## config.mk

```make
export PLATFORM = sky130hd
export DESIGN_NAME = reorder_buffer_flat
export DESIGN_NICKNAME = d
export VERILOG_FILES = /design/src/rtl/reorder_buffer_pkg.sv /design/src/rtl/reorder_buffer_if.sv /design/src/rtl/reorder_buffer_operand_lookup.sv /design/src/rtl/reorder_buffer.sv /design/src/flat_wrapper.sv
export SDC_FILE = /design/constraint.sdc
export NUM_CORES = 2
export LEC_CHECK = 0
export CORE_MARGIN = 4
export CORE_UTILIZATION = 50
export DETAILED_ROUTE_END_ITERATION = 12
export PLACE_DENSITY = 0.67
export RECOVER_POWER = 25
export SYNTH_ARGS = -nofsm -noshare
export SYNTH_HDL_FRONTEND = slang
export SYNTH_SLANG_ARGS = --single-unit
```

## constraint.sdc

```tcl
create_clock -name clockIn -period 7.8 [get_ports clockIn]
set_clock_uncertainty 0.2 [all_clocks]
set_input_delay 1.17 -clock clockIn [delete_from_list [all_inputs] [get_ports clockIn]]
set_output_delay 1.17 -clock clockIn [all_outputs]
set_load 0.01 [all_outputs]
```

## src/rtl/reorder_buffer_pkg.sv

```systemverilog
// reorder_buffer_pkg
// Shared widths, issue type codes and the branch mispredict rule for the
// reorder buffer. Imported by the interface, the top and the operand lookup.
// Optional feature macro used elsewhere in this slice: ROB_PERF_CNT_EN.
package reorder_buffer_pkg;

   localparam int ROB_WIDTH  = 4;
   localparam int ROB_SIZE   = 2 ** ROB_WIDTH;
   localparam int REG_WIDTH  = 5;
   localparam int DATA_WIDTH = 32;

   // Kind of instruction held by an entry; decides which pulse it raises at retire.
   typedef enum logic [1:0] {
      ROB_REG    = 2'd0,
      ROB_STORE  = 2'd1,
      ROB_BRANCH = 2'd2
   } robType_t;

   // A branch's resolved direction lives in bit 0 of its result value.
   function automatic logic isMispredict(input logic resolvedTaken, input logic predTaken);
      return resolvedTaken != predTaken;
   endfunction

endpackage

```

## src/rtl/reorder_buffer_if.sv

```systemverilog
// reorder_buffer_if
// Bundles the issue, query, writeback and commit signals of the reorder buffer.
// The pipeline side uses the master modport, the buffer itself the slave one.
// With ROB_PERF_CNT_EN defined the two performance counters are carried too.
interface reorder_buffer_if;
   import reorder_buffer_pkg::*;

   logic                  issueFlag;
   logic [1:0]            issueType;
   logic [REG_WIDTH-1:0]  issueRd;
   logic                  issueReady;
   logic [DATA_WIDTH-1:0] issueVal;
   logic                  issuePredTaken;
   logic [DATA_WIDTH-1:0] issueAltPc;
   logic [ROB_WIDTH-1:0]  allocTag;
   logic                  full;

   logic [ROB_WIDTH-1:0]  queryJTag;
   logic [ROB_WIDTH-1:0]  queryKTag;
   logic                  queryJReady;
   logic                  queryKReady;
   logic [DATA_WIDTH-1:0] queryJVal;
   logic [DATA_WIDTH-1:0] queryKVal;

   logic                  aluFlag;
   logic [DATA_WIDTH-1:0] aluVal;
   logic [ROB_WIDTH-1:0]  aluDest;
   logic                  lsbFlag;
   logic [DATA_WIDTH-1:0] lsbVal;
   logic [ROB_WIDTH-1:0]  lsbDest;

   logic                  commitFlag;
   logic [REG_WIDTH-1:0]  commitRd;
   logic [DATA_WIDTH-1:0] commitVal;
   logic [ROB_WIDTH-1:0]  commitTag;
   logic                  storeCommitFlag;
   logic                  clearOut;
   logic [DATA_WIDTH-1:0] clearPc;
`ifdef ROB_PERF_CNT_EN
   logic [31:0]           perfRetireCnt;
   logic [31:0]           perfFlushCnt;
`endif

   modport master (
      output issueFlag, issueType, issueRd, issueReady, issueVal, issuePredTaken, issueAltPc,
      output queryJTag, queryKTag,
      output aluFlag, aluVal, aluDest, lsbFlag, lsbVal, lsbDest,
      input  allocTag, full, queryJReady, queryKReady, queryJVal, queryKVal,
      input  commitFlag, commitRd, commitVal, commitTag, storeCommitFlag, clearOut, clearPc
`ifdef ROB_PERF_CNT_EN
      , input perfRetireCnt, perfFlushCnt
`endif
   );

   modport slave (
      input  issueFlag, issueType, issueRd, issueReady, issueVal, issuePredTaken, issueAltPc,
      input  queryJTag, queryKTag,
      input  aluFlag, aluVal, aluDest, lsbFlag, lsbVal, lsbDest,
      output allocTag, full, queryJReady, queryKReady, queryJVal, queryKVal,
      output commitFlag, commitRd, commitVal, commitTag, storeCommitFlag, clearOut, clearPc
`ifdef ROB_PERF_CNT_EN
      , output perfRetireCnt, perfFlushCnt
`endif
   );

endinterface

```

## src/rtl/reorder_buffer_operand_lookup.sv

```systemverilog
// rob_operand_lookup
// Resolves one dispatch operand tag: the value stored in the buffer, or a
// result being broadcast this very cycle so dispatch does not wait an extra
// cycle. Freed entries report their stored bits with no bypass.
module rob_operand_lookup
   import reorder_buffer_pkg::*;
(
   input  logic [ROB_WIDTH-1:0]  i_tag,
   input  logic                  i_busy,
   input  logic                  i_storedReady,
   input  logic [DATA_WIDTH-1:0] i_storedVal,
   input  logic                  i_aluFlag,
   input  logic [ROB_WIDTH-1:0]  i_aluDest,
   input  logic [DATA_WIDTH-1:0] i_aluVal,
   input  logic                  i_lsbFlag,
   input  logic [ROB_WIDTH-1:0]  i_lsbDest,
   input  logic [DATA_WIDTH-1:0] i_lsbVal,
   output logic                  o_ready,
   output logic [DATA_WIDTH-1:0] o_val
);

   logic w_aluHit;
   logic w_lsbHit;

   assign w_aluHit = i_busy && i_aluFlag && (i_aluDest == i_tag);
   assign w_lsbHit = i_busy && i_lsbFlag && (i_lsbDest == i_tag);

   // Stored state by default; a matching broadcast overrides it, LSB ahead of ALU.
   always_comb begin
      o_ready = i_storedReady;
      o_val   = i_storedVal;
      if (w_lsbHit) begin
         o_ready = 1'b1;
         o_val   = i_lsbVal;
      end else if (w_aluHit) begin
         o_ready = 1'b1;
         o_val   = i_aluVal;
      end
   end

endmodule

```

## src/rtl/reorder_buffer.sv

```systemverilog
// reorder_buffer
// Circular in-order reorder buffer: allocates tags at the tail, captures ALU
// and LSB results, answers operand queries and retires one entry per cycle
// from the head. A mispredicted branch at retire flushes everything.
// Define ROB_PERF_CNT_EN to add the retire/flush performance counters.
module reorder_buffer
   import reorder_buffer_pkg::*;
(
   input  logic            clockIn,
   input  logic            resetIn,
   input  logic            readyIn,
   reorder_buffer_if.slave robBus
);

   localparam logic [ROB_WIDTH:0] FULL_COUNT = (ROB_WIDTH+1)'(ROB_SIZE);

   logic [ROB_WIDTH-1:0]  r_head;
   logic [ROB_WIDTH-1:0]  r_tail;
   logic [ROB_WIDTH:0]    r_count;
   logic [ROB_SIZE-1:0]   r_busy;
   logic [ROB_SIZE-1:0]   r_ready;
   logic [ROB_SIZE-1:0]   r_predTaken;
   robType_t              r_type  [ROB_SIZE];
   logic [REG_WIDTH-1:0]  r_rd    [ROB_SIZE];
   logic [DATA_WIDTH-1:0] r_val   [ROB_SIZE];
   logic [DATA_WIDTH-1:0] r_altPc [ROB_SIZE];

   logic                  r_commitFlag;
   logic [REG_WIDTH-1:0]  r_commitRd;
   logic [DATA_WIDTH-1:0] r_commitVal;
   logic [ROB_WIDTH-1:0]  r_commitTag;
   logic                  r_storeCommitFlag;
   logic                  r_clearOut;
   logic [DATA_WIDTH-1:0] r_clearPc;

   logic w_full;
   logic w_retire;
   logic w_mispredict;
   logic w_issue;
   logic w_wbEnable;
   logic w_aluWrite;
   logic w_lsbWrite;

   assign w_full       = (r_count == FULL_COUNT);
   assign w_retire     = r_busy[r_head] && r_ready[r_head];
   assign w_mispredict = w_retire && (r_type[r_head] == ROB_BRANCH) &&
                         isMispredict(r_val[r_head][0], r_predTaken[r_head]);
   assign w_issue      = robBus.issueFlag && !w_full && !w_mispredict;
   assign w_wbEnable   = !r_clearOut;
   assign w_aluWrite   = robBus.aluFlag && w_wbEnable && r_busy[robBus.aluDest];
   assign w_lsbWrite   = robBus.lsbFlag && w_wbEnable && r_busy[robBus.lsbDest];

   // Entry storage: free on retire, capture broadcasts, fill the tail on issue; a flush drops all entries.
   always_ff @(posedge clockIn or negedge resetIn) begin
      if (!resetIn) begin
         r_busy      <= '0;
         r_ready     <= '0;
         r_predTaken <= '0;
         for (int i = 0; i < ROB_SIZE; i++) begin
            r_type[i]  <= ROB_REG;
            r_rd[i]    <= '0;
            r_val[i]   <= '0;
            r_altPc[i] <= '0;
         end
      end else if (readyIn) begin
         if (w_mispredict) begin
            r_busy <= '0;
         end else begin
            if (w_retire) begin
               r_busy[r_head] <= 1'b0;
            end
            if (w_aluWrite) begin
               r_ready[robBus.aluDest] <= 1'b1;
               r_val[robBus.aluDest]   <= robBus.aluVal;
            end
            if (w_lsbWrite) begin
               r_ready[robBus.lsbDest] <= 1'b1;
               r_val[robBus.lsbDest]   <= robBus.lsbVal;
            end
            if (w_issue) begin
               r_busy[r_tail]      <= 1'b1;
               r_ready[r_tail]     <= robBus.issueReady;
               r_val[r_tail]       <= robBus.issueVal;
               r_type[r_tail]      <= robType_t'(robBus.issueType);
               r_rd[r_tail]        <= robBus.issueRd;
               r_predTaken[r_tail] <= robBus.issuePredTaken;
               r_altPc[r_tail]     <= robBus.issueAltPc;
            end
         end
      end
   end

   // Head/tail pointers wrap naturally; count tracks occupancy so full and empty never alias.
   always_ff @(posedge clockIn or negedge resetIn) begin
      if (!resetIn) begin
         r_head  <= '0;
         r_tail  <= '0;
         r_count <= '0;
      end else if (readyIn) begin
         if (w_mispredict) begin
            r_head  <= '0;
            r_tail  <= '0;
            r_count <= '0;
         end else begin
            if (w_retire) begin
               r_head <= r_head + 1'b1;
            end
            if (w_issue) begin
               r_tail <= r_tail + 1'b1;
            end
            case ({w_issue, w_retire})
               2'b10:   r_count <= r_count + 1'b1;
               2'b01:   r_count <= r_count - 1'b1;
               default: r_count <= r_count;
            endcase
         end
      end
   end

   // Commit side is registered one cycle after the retire decision; data fields hold between retires.
   always_ff @(posedge clockIn or negedge resetIn) begin
      if (!resetIn) begin
         r_commitFlag      <= 1'b0;
         r_commitRd        <= '0;
         r_commitVal       <= '0;
         r_commitTag       <= '0;
         r_storeCommitFlag <= 1'b0;
         r_clearOut        <= 1'b0;
         r_clearPc         <= '0;
      end else if (readyIn) begin
         r_commitFlag      <= w_retire && (r_type[r_head] == ROB_REG) && (r_rd[r_head] != '0);
         r_storeCommitFlag <= w_retire && (r_type[r_head] == ROB_STORE);
         r_clearOut        <= w_mispredict;
         if (w_retire) begin
            r_commitRd  <= r_rd[r_head];
            r_commitVal <= r_val[r_head];
            r_commitTag <= r_head;
         end
         if (w_mispredict) begin
            r_clearPc <= r_altPc[r_head];
         end
      end
   end

`ifdef ROB_PERF_CNT_EN
   logic [31:0] r_perfRetireCnt;
   logic [31:0] r_perfFlushCnt;

   // Free-running event counters; they wrap silently at 2^32.
   always_ff @(posedge clockIn or negedge resetIn) begin
      if (!resetIn) begin
         r_perfRetireCnt <= '0;
         r_perfFlushCnt  <= '0;
      end else if (readyIn) begin
         if (w_retire) begin
            r_perfRetireCnt <= r_perfRetireCnt + 1'b1;
         end
         if (w_mispredict) begin
            r_perfFlushCnt <= r_perfFlushCnt + 1'b1;
         end
      end
   end

   assign robBus.perfRetireCnt = r_perfRetireCnt;
   assign robBus.perfFlushCnt  = r_perfFlushCnt;
`endif

   rob_operand_lookup u_lookupJ (
      .i_tag         (robBus.queryJTag),
      .i_busy        (r_busy[robBus.queryJTag]),
      .i_storedReady (r_ready[robBus.queryJTag]),
      .i_storedVal   (r_val[robBus.queryJTag]),
      .i_aluFlag     (robBus.aluFlag && w_wbEnable),
      .i_aluDest     (robBus.aluDest),
      .i_aluVal      (robBus.aluVal),
      .i_lsbFlag     (robBus.lsbFlag && w_wbEnable),
      .i_lsbDest     (robBus.lsbDest),
      .i_lsbVal      (robBus.lsbVal),
      .o_ready       (robBus.queryJReady),
      .o_val         (robBus.queryJVal)
   );

   rob_operand_lookup u_lookupK (
      .i_tag         (robBus.queryKTag),
      .i_busy        (r_busy[robBus.queryKTag]),
      .i_storedReady (r_ready[robBus.queryKTag]),
      .i_storedVal   (r_val[robBus.queryKTag]),
      .i_aluFlag     (robBus.aluFlag && w_wbEnable),
      .i_aluDest     (robBus.aluDest),
      .i_aluVal      (robBus.aluVal),
      .i_lsbFlag     (robBus.lsbFlag && w_wbEnable),
      .i_lsbDest     (robBus.lsbDest),
      .i_lsbVal      (robBus.lsbVal),
      .o_ready       (robBus.queryKReady),
      .o_val         (robBus.queryKVal)
   );

   assign robBus.allocTag        = r_tail;
   assign robBus.full            = w_full;
   assign robBus.commitFlag      = r_commitFlag;
   assign robBus.commitRd        = r_commitRd;
   assign robBus.commitVal       = r_commitVal;
   assign robBus.commitTag       = r_commitTag;
   assign robBus.storeCommitFlag = r_storeCommitFlag;
   assign robBus.clearOut        = r_clearOut;
   assign robBus.clearPc         = r_clearPc;

endmodule

```

## src/flat_wrapper.sv

```systemverilog
// flat-port wrapper written by rule: the top's interface ports become plain ports
module reorder_buffer_flat import reorder_buffer_pkg::*;
  (clockIn, resetIn, readyIn, robBus_issueFlag, robBus_issueType, robBus_issueRd, robBus_issueReady, robBus_issueVal, robBus_issuePredTaken, robBus_issueAltPc, robBus_queryJTag, robBus_queryKTag, robBus_aluFlag, robBus_aluVal, robBus_aluDest, robBus_lsbFlag, robBus_lsbVal, robBus_lsbDest, robBus_allocTag, robBus_full, robBus_queryJReady, robBus_queryKReady, robBus_queryJVal, robBus_queryKVal, robBus_commitFlag, robBus_commitRd, robBus_commitVal, robBus_commitTag, robBus_storeCommitFlag, robBus_clearOut, robBus_clearPc);
  reorder_buffer_if robBus_i ();
  input  logic clockIn;
  input  logic resetIn;
  input  logic readyIn;
  input wire logic [$bits(robBus_i.issueFlag)-1:0] robBus_issueFlag;
  input wire logic [$bits(robBus_i.issueType)-1:0] robBus_issueType;
  input wire logic [$bits(robBus_i.issueRd)-1:0] robBus_issueRd;
  input wire logic [$bits(robBus_i.issueReady)-1:0] robBus_issueReady;
  input wire logic [$bits(robBus_i.issueVal)-1:0] robBus_issueVal;
  input wire logic [$bits(robBus_i.issuePredTaken)-1:0] robBus_issuePredTaken;
  input wire logic [$bits(robBus_i.issueAltPc)-1:0] robBus_issueAltPc;
  input wire logic [$bits(robBus_i.queryJTag)-1:0] robBus_queryJTag;
  input wire logic [$bits(robBus_i.queryKTag)-1:0] robBus_queryKTag;
  input wire logic [$bits(robBus_i.aluFlag)-1:0] robBus_aluFlag;
  input wire logic [$bits(robBus_i.aluVal)-1:0] robBus_aluVal;
  input wire logic [$bits(robBus_i.aluDest)-1:0] robBus_aluDest;
  input wire logic [$bits(robBus_i.lsbFlag)-1:0] robBus_lsbFlag;
  input wire logic [$bits(robBus_i.lsbVal)-1:0] robBus_lsbVal;
  input wire logic [$bits(robBus_i.lsbDest)-1:0] robBus_lsbDest;
  output wire logic [$bits(robBus_i.allocTag)-1:0] robBus_allocTag;
  output wire logic [$bits(robBus_i.full)-1:0] robBus_full;
  output wire logic [$bits(robBus_i.queryJReady)-1:0] robBus_queryJReady;
  output wire logic [$bits(robBus_i.queryKReady)-1:0] robBus_queryKReady;
  output wire logic [$bits(robBus_i.queryJVal)-1:0] robBus_queryJVal;
  output wire logic [$bits(robBus_i.queryKVal)-1:0] robBus_queryKVal;
  output wire logic [$bits(robBus_i.commitFlag)-1:0] robBus_commitFlag;
  output wire logic [$bits(robBus_i.commitRd)-1:0] robBus_commitRd;
  output wire logic [$bits(robBus_i.commitVal)-1:0] robBus_commitVal;
  output wire logic [$bits(robBus_i.commitTag)-1:0] robBus_commitTag;
  output wire logic [$bits(robBus_i.storeCommitFlag)-1:0] robBus_storeCommitFlag;
  output wire logic [$bits(robBus_i.clearOut)-1:0] robBus_clearOut;
  output wire logic [$bits(robBus_i.clearPc)-1:0] robBus_clearPc;
  assign robBus_i.issueFlag = robBus_issueFlag;
  assign robBus_i.issueType = robBus_issueType;
  assign robBus_i.issueRd = robBus_issueRd;
  assign robBus_i.issueReady = robBus_issueReady;
  assign robBus_i.issueVal = robBus_issueVal;
  assign robBus_i.issuePredTaken = robBus_issuePredTaken;
  assign robBus_i.issueAltPc = robBus_issueAltPc;
  assign robBus_i.queryJTag = robBus_queryJTag;
  assign robBus_i.queryKTag = robBus_queryKTag;
  assign robBus_i.aluFlag = robBus_aluFlag;
  assign robBus_i.aluVal = robBus_aluVal;
  assign robBus_i.aluDest = robBus_aluDest;
  assign robBus_i.lsbFlag = robBus_lsbFlag;
  assign robBus_i.lsbVal = robBus_lsbVal;
  assign robBus_i.lsbDest = robBus_lsbDest;
  assign robBus_allocTag = robBus_i.allocTag;
  assign robBus_full = robBus_i.full;
  assign robBus_queryJReady = robBus_i.queryJReady;
  assign robBus_queryKReady = robBus_i.queryKReady;
  assign robBus_queryJVal = robBus_i.queryJVal;
  assign robBus_queryKVal = robBus_i.queryKVal;
  assign robBus_commitFlag = robBus_i.commitFlag;
  assign robBus_commitRd = robBus_i.commitRd;
  assign robBus_commitVal = robBus_i.commitVal;
  assign robBus_commitTag = robBus_i.commitTag;
  assign robBus_storeCommitFlag = robBus_i.storeCommitFlag;
  assign robBus_clearOut = robBus_i.clearOut;
  assign robBus_clearPc = robBus_i.clearPc;
  reorder_buffer u_core (.clockIn(clockIn), .resetIn(resetIn), .readyIn(readyIn), .robBus(robBus_i));
endmodule
```

# == Word level (Yosys, flattened, before mapping) ==
# Index checks and enable logic that the tools add are counted.
# Widths: inputs -> output; s select.
# word_totals
ff_bits,1273
word_cells,259
# op_classes
n_addsub,4
magnitude_cmp,19
eq_ne,10
mux,95
bitwise_logic,12
reduce_logical,42
# ops
cell,n
$mux 512,7
$bwmux 512,4
$bmux 32 s4,4
$mux 32,15
$demux 32 s4,3
$mux 16,12
$bwmux 80,1
$or 16x16->16,3
$bmux 1 s4,9
$bwmux 16,2
$bwmux 32,1
$ge 5x5->1 const B,6
$lt 4x5->1 const B,6
$not 4->5,6
$logic_and 1x1->1,27
$bmux 5 s4,1
$demux 5 s4,1
$mux 5,4
$mux 1,17
$and 16x16->16,1
$demux 1 s4,4
$eq 4x4->1,4
$ge 4x1->1 const B,4
$mux 4,4
other kinds (21),36

# == Longest topological paths before layout ==
# logic_depth
depth_word,15
mapped_depth,21
mapped_depth_nobuf,16

# == Cells and area by module ==
# A second synthesis with hierarchy kept.
# hier_totals
cells_unflattened,6416
hier_area_um2,75162.1
# by_module_without_submodules
module,n_inst,cells_per_inst,area_each_um2
reorder_buffer,1,6056,72945.0
rob_operand_lookup,2,180,1108.6

# == Least setup slack after synthesis ==
# Ideal clock, no wire load.
# synth_path
path_kind,input -> output
from,input port robBus_queryKTag[0]
to,output port robBus_queryKVal[0]
t_arrival_ns,3.552
t_required_ns,6.430
path_slack_ns,2.878
stages,7
n_path_buf,3
cell_sequence,buf_2 -> buf_1 -> buf_1 -> mux4_2 -> mux4_2 -> mux2i_1 -> o21ai_0
# synth_between
elab_chain_len,6
# synth_lines
item,line_no,source
from (decl),flat_wrapper.sv:16,input wire logic [$bits(robBus_i.queryKTag)-1:0] robBus_queryKTag;
$not 4->5 (implied by the code) / $bmux 1 s4 (equally long branches),"reorder_buffer.sv:187, reorder_buffer.sv:185",
$bmux 32 s4 / $mux 1 (equally long branches),"reorder_buffer.sv:187, reorder_buffer.sv:185",
$mux 32 (implied by the code) / $logic_and 1x1->1 (equally long branches) (2 in a row),"reorder_buffer.sv:187, reorder_buffer_operand_lookup.sv:25",
$mux 32,reorder_buffer_operand_lookup.sv:35,end else if (w_aluHit) begin
$mux 32 *,reorder_buffer_operand_lookup.sv:32,if (w_lsbHit) begin
to (decl),flat_wrapper.sv:28,output wire logic [$bits(robBus_i.queryKVal)-1:0] robBus_queryKVal;
# Mark *: on every way between the ends. The rest lies on a longest branch, timed or not. The select of a mux whose other input is x is not followed.

# == Final worst setup path ==
# layout_path
from,input port robBus_queryKTag[0]
to,output port robBus_queryKVal[31]
# Same word-level chain as after synthesis.

==> flow_summary_export.csv <==
group,metric,value,unit
outcome,outcome,"finished, violations left",
outcome,failed_checks,"capacitance limit, slew limit",
clock_tree,clk_pin_slew,0.06,ns
cells_and_area,design_area,88300,µm²
timing,period_share,89.1,%
grt,gr-total-overflow,0,
clock_tree,htree_levels,4,
cells_and_area,drive_gt1_share,23.6,%
clock_tree,cts_buffers,148,
timing,drv_slew,416,
grt,use_met3,16.3,%
logic_synthesis,syn-num-nets,7148,
timing,rsz0062_at_grt,"false",
hold_path,worstHoldPathType,"flop to flop",
cells_and_area,syn_to_final_growth,11.6,%
critical_path,path_class,"input port to primary output",
grt,grt_pass1_vias,65800,
routing,drt-pass1-iter-count,13,
timing,max_freq,144,MHz
logic_synthesis,synth-async-reset-ratio,100,%
timing,slew-limit-headroom,-142,%
clock_tree,postCtsSetupBuffers,0,
routing,drt-initial-drc-count,11300,
timing,final_hold_viol_count,0,
floorplan,initial_core_util,50.5,%
logic_synthesis,syn_area,79100,µm²
logic_synthesis,syn_inst,6977,
logic_synthesis,yosysSeqAreaShare,40.3,%
floorplan,num_rows,145,
grt,grtUsageMet2,52.6,%
power_and_ir_drop,p_per_area,370,nW/µm²
logic_synthesis,syn_avg_cell_area,11.3,µm²
critical_path,endpoint_kind,"primary output",
floorplan,dieWidth,406,µm
clock_tree,cts_tree,"done",
clock_tree,clkSinkCount,1273,
grt,globalRouteTotalUtil,37.0,%
critical_path,reg2reg_depth,10,
timing,setup_viol,0,
flow_run,drv_cap,7,
clock_tree,clk_latency,0.83,ns
routing,ant_nets,0,
logic_synthesis,synth.distinct_cells,68,
power_and_ir_drop,leakagePower,0.0358,µW
routing,detail_route.wl_per_cell,34.5,µm
power_and_ir_drop,vdd.ir_drop.worst,0.000303,V
grt,grt_antenna_before_repair,41,
timing,post-route-min-period,6.95,ns
floorplan,design.core.area,157000,µm²
grt,grt.busiest_layer,"met2",
routing,drt_wl_total,308000,µm
routing,via_per_inst,7.49,
critical_path,cp.arrival,5.58,ns
clock_tree,cts_buffer_depth,3,
clock_tree,ctsHoldBuffers,0,
placed_design,portBuffers,305,
cells_and_area,fin_nets,6893,
clock_tree,cts-root-buf,"clkbuf_16",
timing,worstMarginPinSlew,3.63,ns
clock_tree,cts-resized-gates,0,
logic_synthesis,synth_top_flop_cell,"dfrtp_1",
logic_synthesis,yosys_warnings,0,
grt,grt_pass1_wl,449000,µm
floorplan,num_io_pins,306,
hold_path,hold_depth,2,
grt,grt_max_degree,199,
placed_design,placed_cell_area,83000,µm²
timing,fin_tns_setup,0,ns
placed_design,routabilityCongestion,0.948,
placed_design,place_hpwl,172000,µm
floorplan,die-area,165000,µm²
critical_path,worstPathMaxFanout,44,
critical_path,cp_data_required_time,6.43,ns
grt,use_met1,47.1,%
routing,num_vias,66900,
logic_synthesis,synth_edf_count,0,
timing,hold_slack,0.273,ns
floorplan,die_y,406,µm
logic_synthesis,synth_seq_cells,1273,
routing,drc,0,
critical_path,crit_path_start_kind,"input port",
## per-layer routing
layer | vias to the layer above | wire length (µm)
li1 | 26200 | -
met1 | 33400 | 108000
met2 | 5707 | 129000
met3 | 1595 | 48500
met4 | 30 | 22700
met5 | - | 424
## power breakdown
group | switching [µW] | internal [µW] | leakage (µW)
sequential | 2680 | 9220 | 0.0166
clock | 3160 | 4270 | 0.00254
combinational | 6230 | 7080 | 0.0167
## synthesized netlist by cell type (21+ instances only)
master	number	area share, %
nand2_1	782	3.7
a31oi_1	237	1.9
a32o_1	34	0.43
mux2i_1	255	3.2
a221oi_1	62	0.69
clkbuf_1	608	2.9
buf_1	101	0.48
mux2_1	273	3.9
o32a_1	44	0.56
nand3_1	64	0.40
mux2_2	401	5.7
nor2_1	380	1.8
o2bb2ai_1	63	0.70
buf_2	138	0.87
nor2b_1	42	0.33
a22oi_1	72	0.68
o22ai_1	103	0.81
inv_1	21	0.10
a211oi_1	157	1.5
dfrtp_1	1273	40
o21ai_0	544	3.4
a2bb2oi_1	72	0.80
o221ai_1	34	0.38
a21oi_1	234	1.5
o22a_1	97	1.1
mux4_2	704	20
## per-stage QoR
stage / setup WS [ns] / power, µW / utilization (%) / instances
after detailed placement: 1.18 / 24800 / 53.0 / 8630
after floorplan: 2.88 / 20400 / - / 6977
after global routing: 0.537 / 34000 / 56.3 / 8914
final: 0.851 / 32600 / 56.3 / 8930
after global placement: 1.19 / 24300 / 53.0 / 8630
after CTS: 1.15 / 32300 / 56.3 / 8902
## logic make-up after synthesis
| group | after synthesis | synth area share (%) |
|---|---|---|
| xor+xnor | 23 | 0.264 |
| flops | 1273 | 40.3 |
| buf+inv | 886 | 4.50 |
| compound gates | 1793 | 14.8 |
| mux | 1633 | 32.9 |
| fa+ha+maj | 12 | 0.190 |
| simple gates | 1357 | 7.05 |
## worst max-delay path: stages
cell             delay (ns)
buf_8                  0.43
mux4_2                 0.58
mux4_2                 0.51
nand4_1                0.47
buf_4                  0.52
mux2i_1                0.14
o21ai_0                0.95
clkdlybuf4s50_1        0.72
## placed cells by master (no fill, tap or decap), drive strengths merged, types with 62 or more instances in the layout
cell type	count
a211oi	157
a21oi	234
a221oi	62
a22oi	72
a2bb2oi	72
a31oi	237
buf	160
clkbuf	216
clkdlybuf4s50	295
dfrtp	1273
mux2	674
mux2i	255
mux4	704
nand2	782
nand3	64
nor2	384
o21ai	546
o22a	97
o22ai	103
o2bb2ai	63
## path summary, 6_finish.rpt
check / startpoint / to / slack [ns]
max: robBus_queryKTag[0] / robBus_queryKVal[31] / 0.85
min: u_core.robBus.commitVal[7] / u_core.robBus.commitVal[7] / 0.27
max reg2reg: u_core.r_head[3] / u_core.r_val[231] / 1.52
min reg2reg: u_core.robBus.commitVal[7] / u_core.robBus.commitVal[7] / 0.27
max in group asynchronous: resetIn / u_core.r_altPc[160] / 1.36
min in group asynchronous: resetIn / u_core.r_val[9] / 1.31
## cell type report
class / count / area (µm²)
Inverter: 22 / 82.6
Tap cell: 2058 / 2570
Antenna cell: 28 / 70.1
Timing Repair Buffer: 459 / 4310
Multi-Input combinational cell: 4818 / 44100
Clock inverter: 60 / 960
Sequential cell: 1273 / 31900
Fill cell: 12800 / 68500
Clock buffer: 212 / 4250
## sequential cells by signal (all words and copies together), names as in the netlist, 4 cells and up
signal and cells:
u_core.r_type 32, u_core.r_busy 16, u_core.robBus.commitTag 4, u_core.robBus.allocTag 4, u_core.robBus.commitVal 32, u_core.r_ready 16
u_core.robBus.commitRd 5, u_core.r_predTaken 16, u_core.robBus.clearPc 32, u_core.r_rd 80, u_core.r_count 5, u_core.r_altPc 512
u_core.r_val 512, u_core.r_head 4
(Power assumes the default switching activity.)
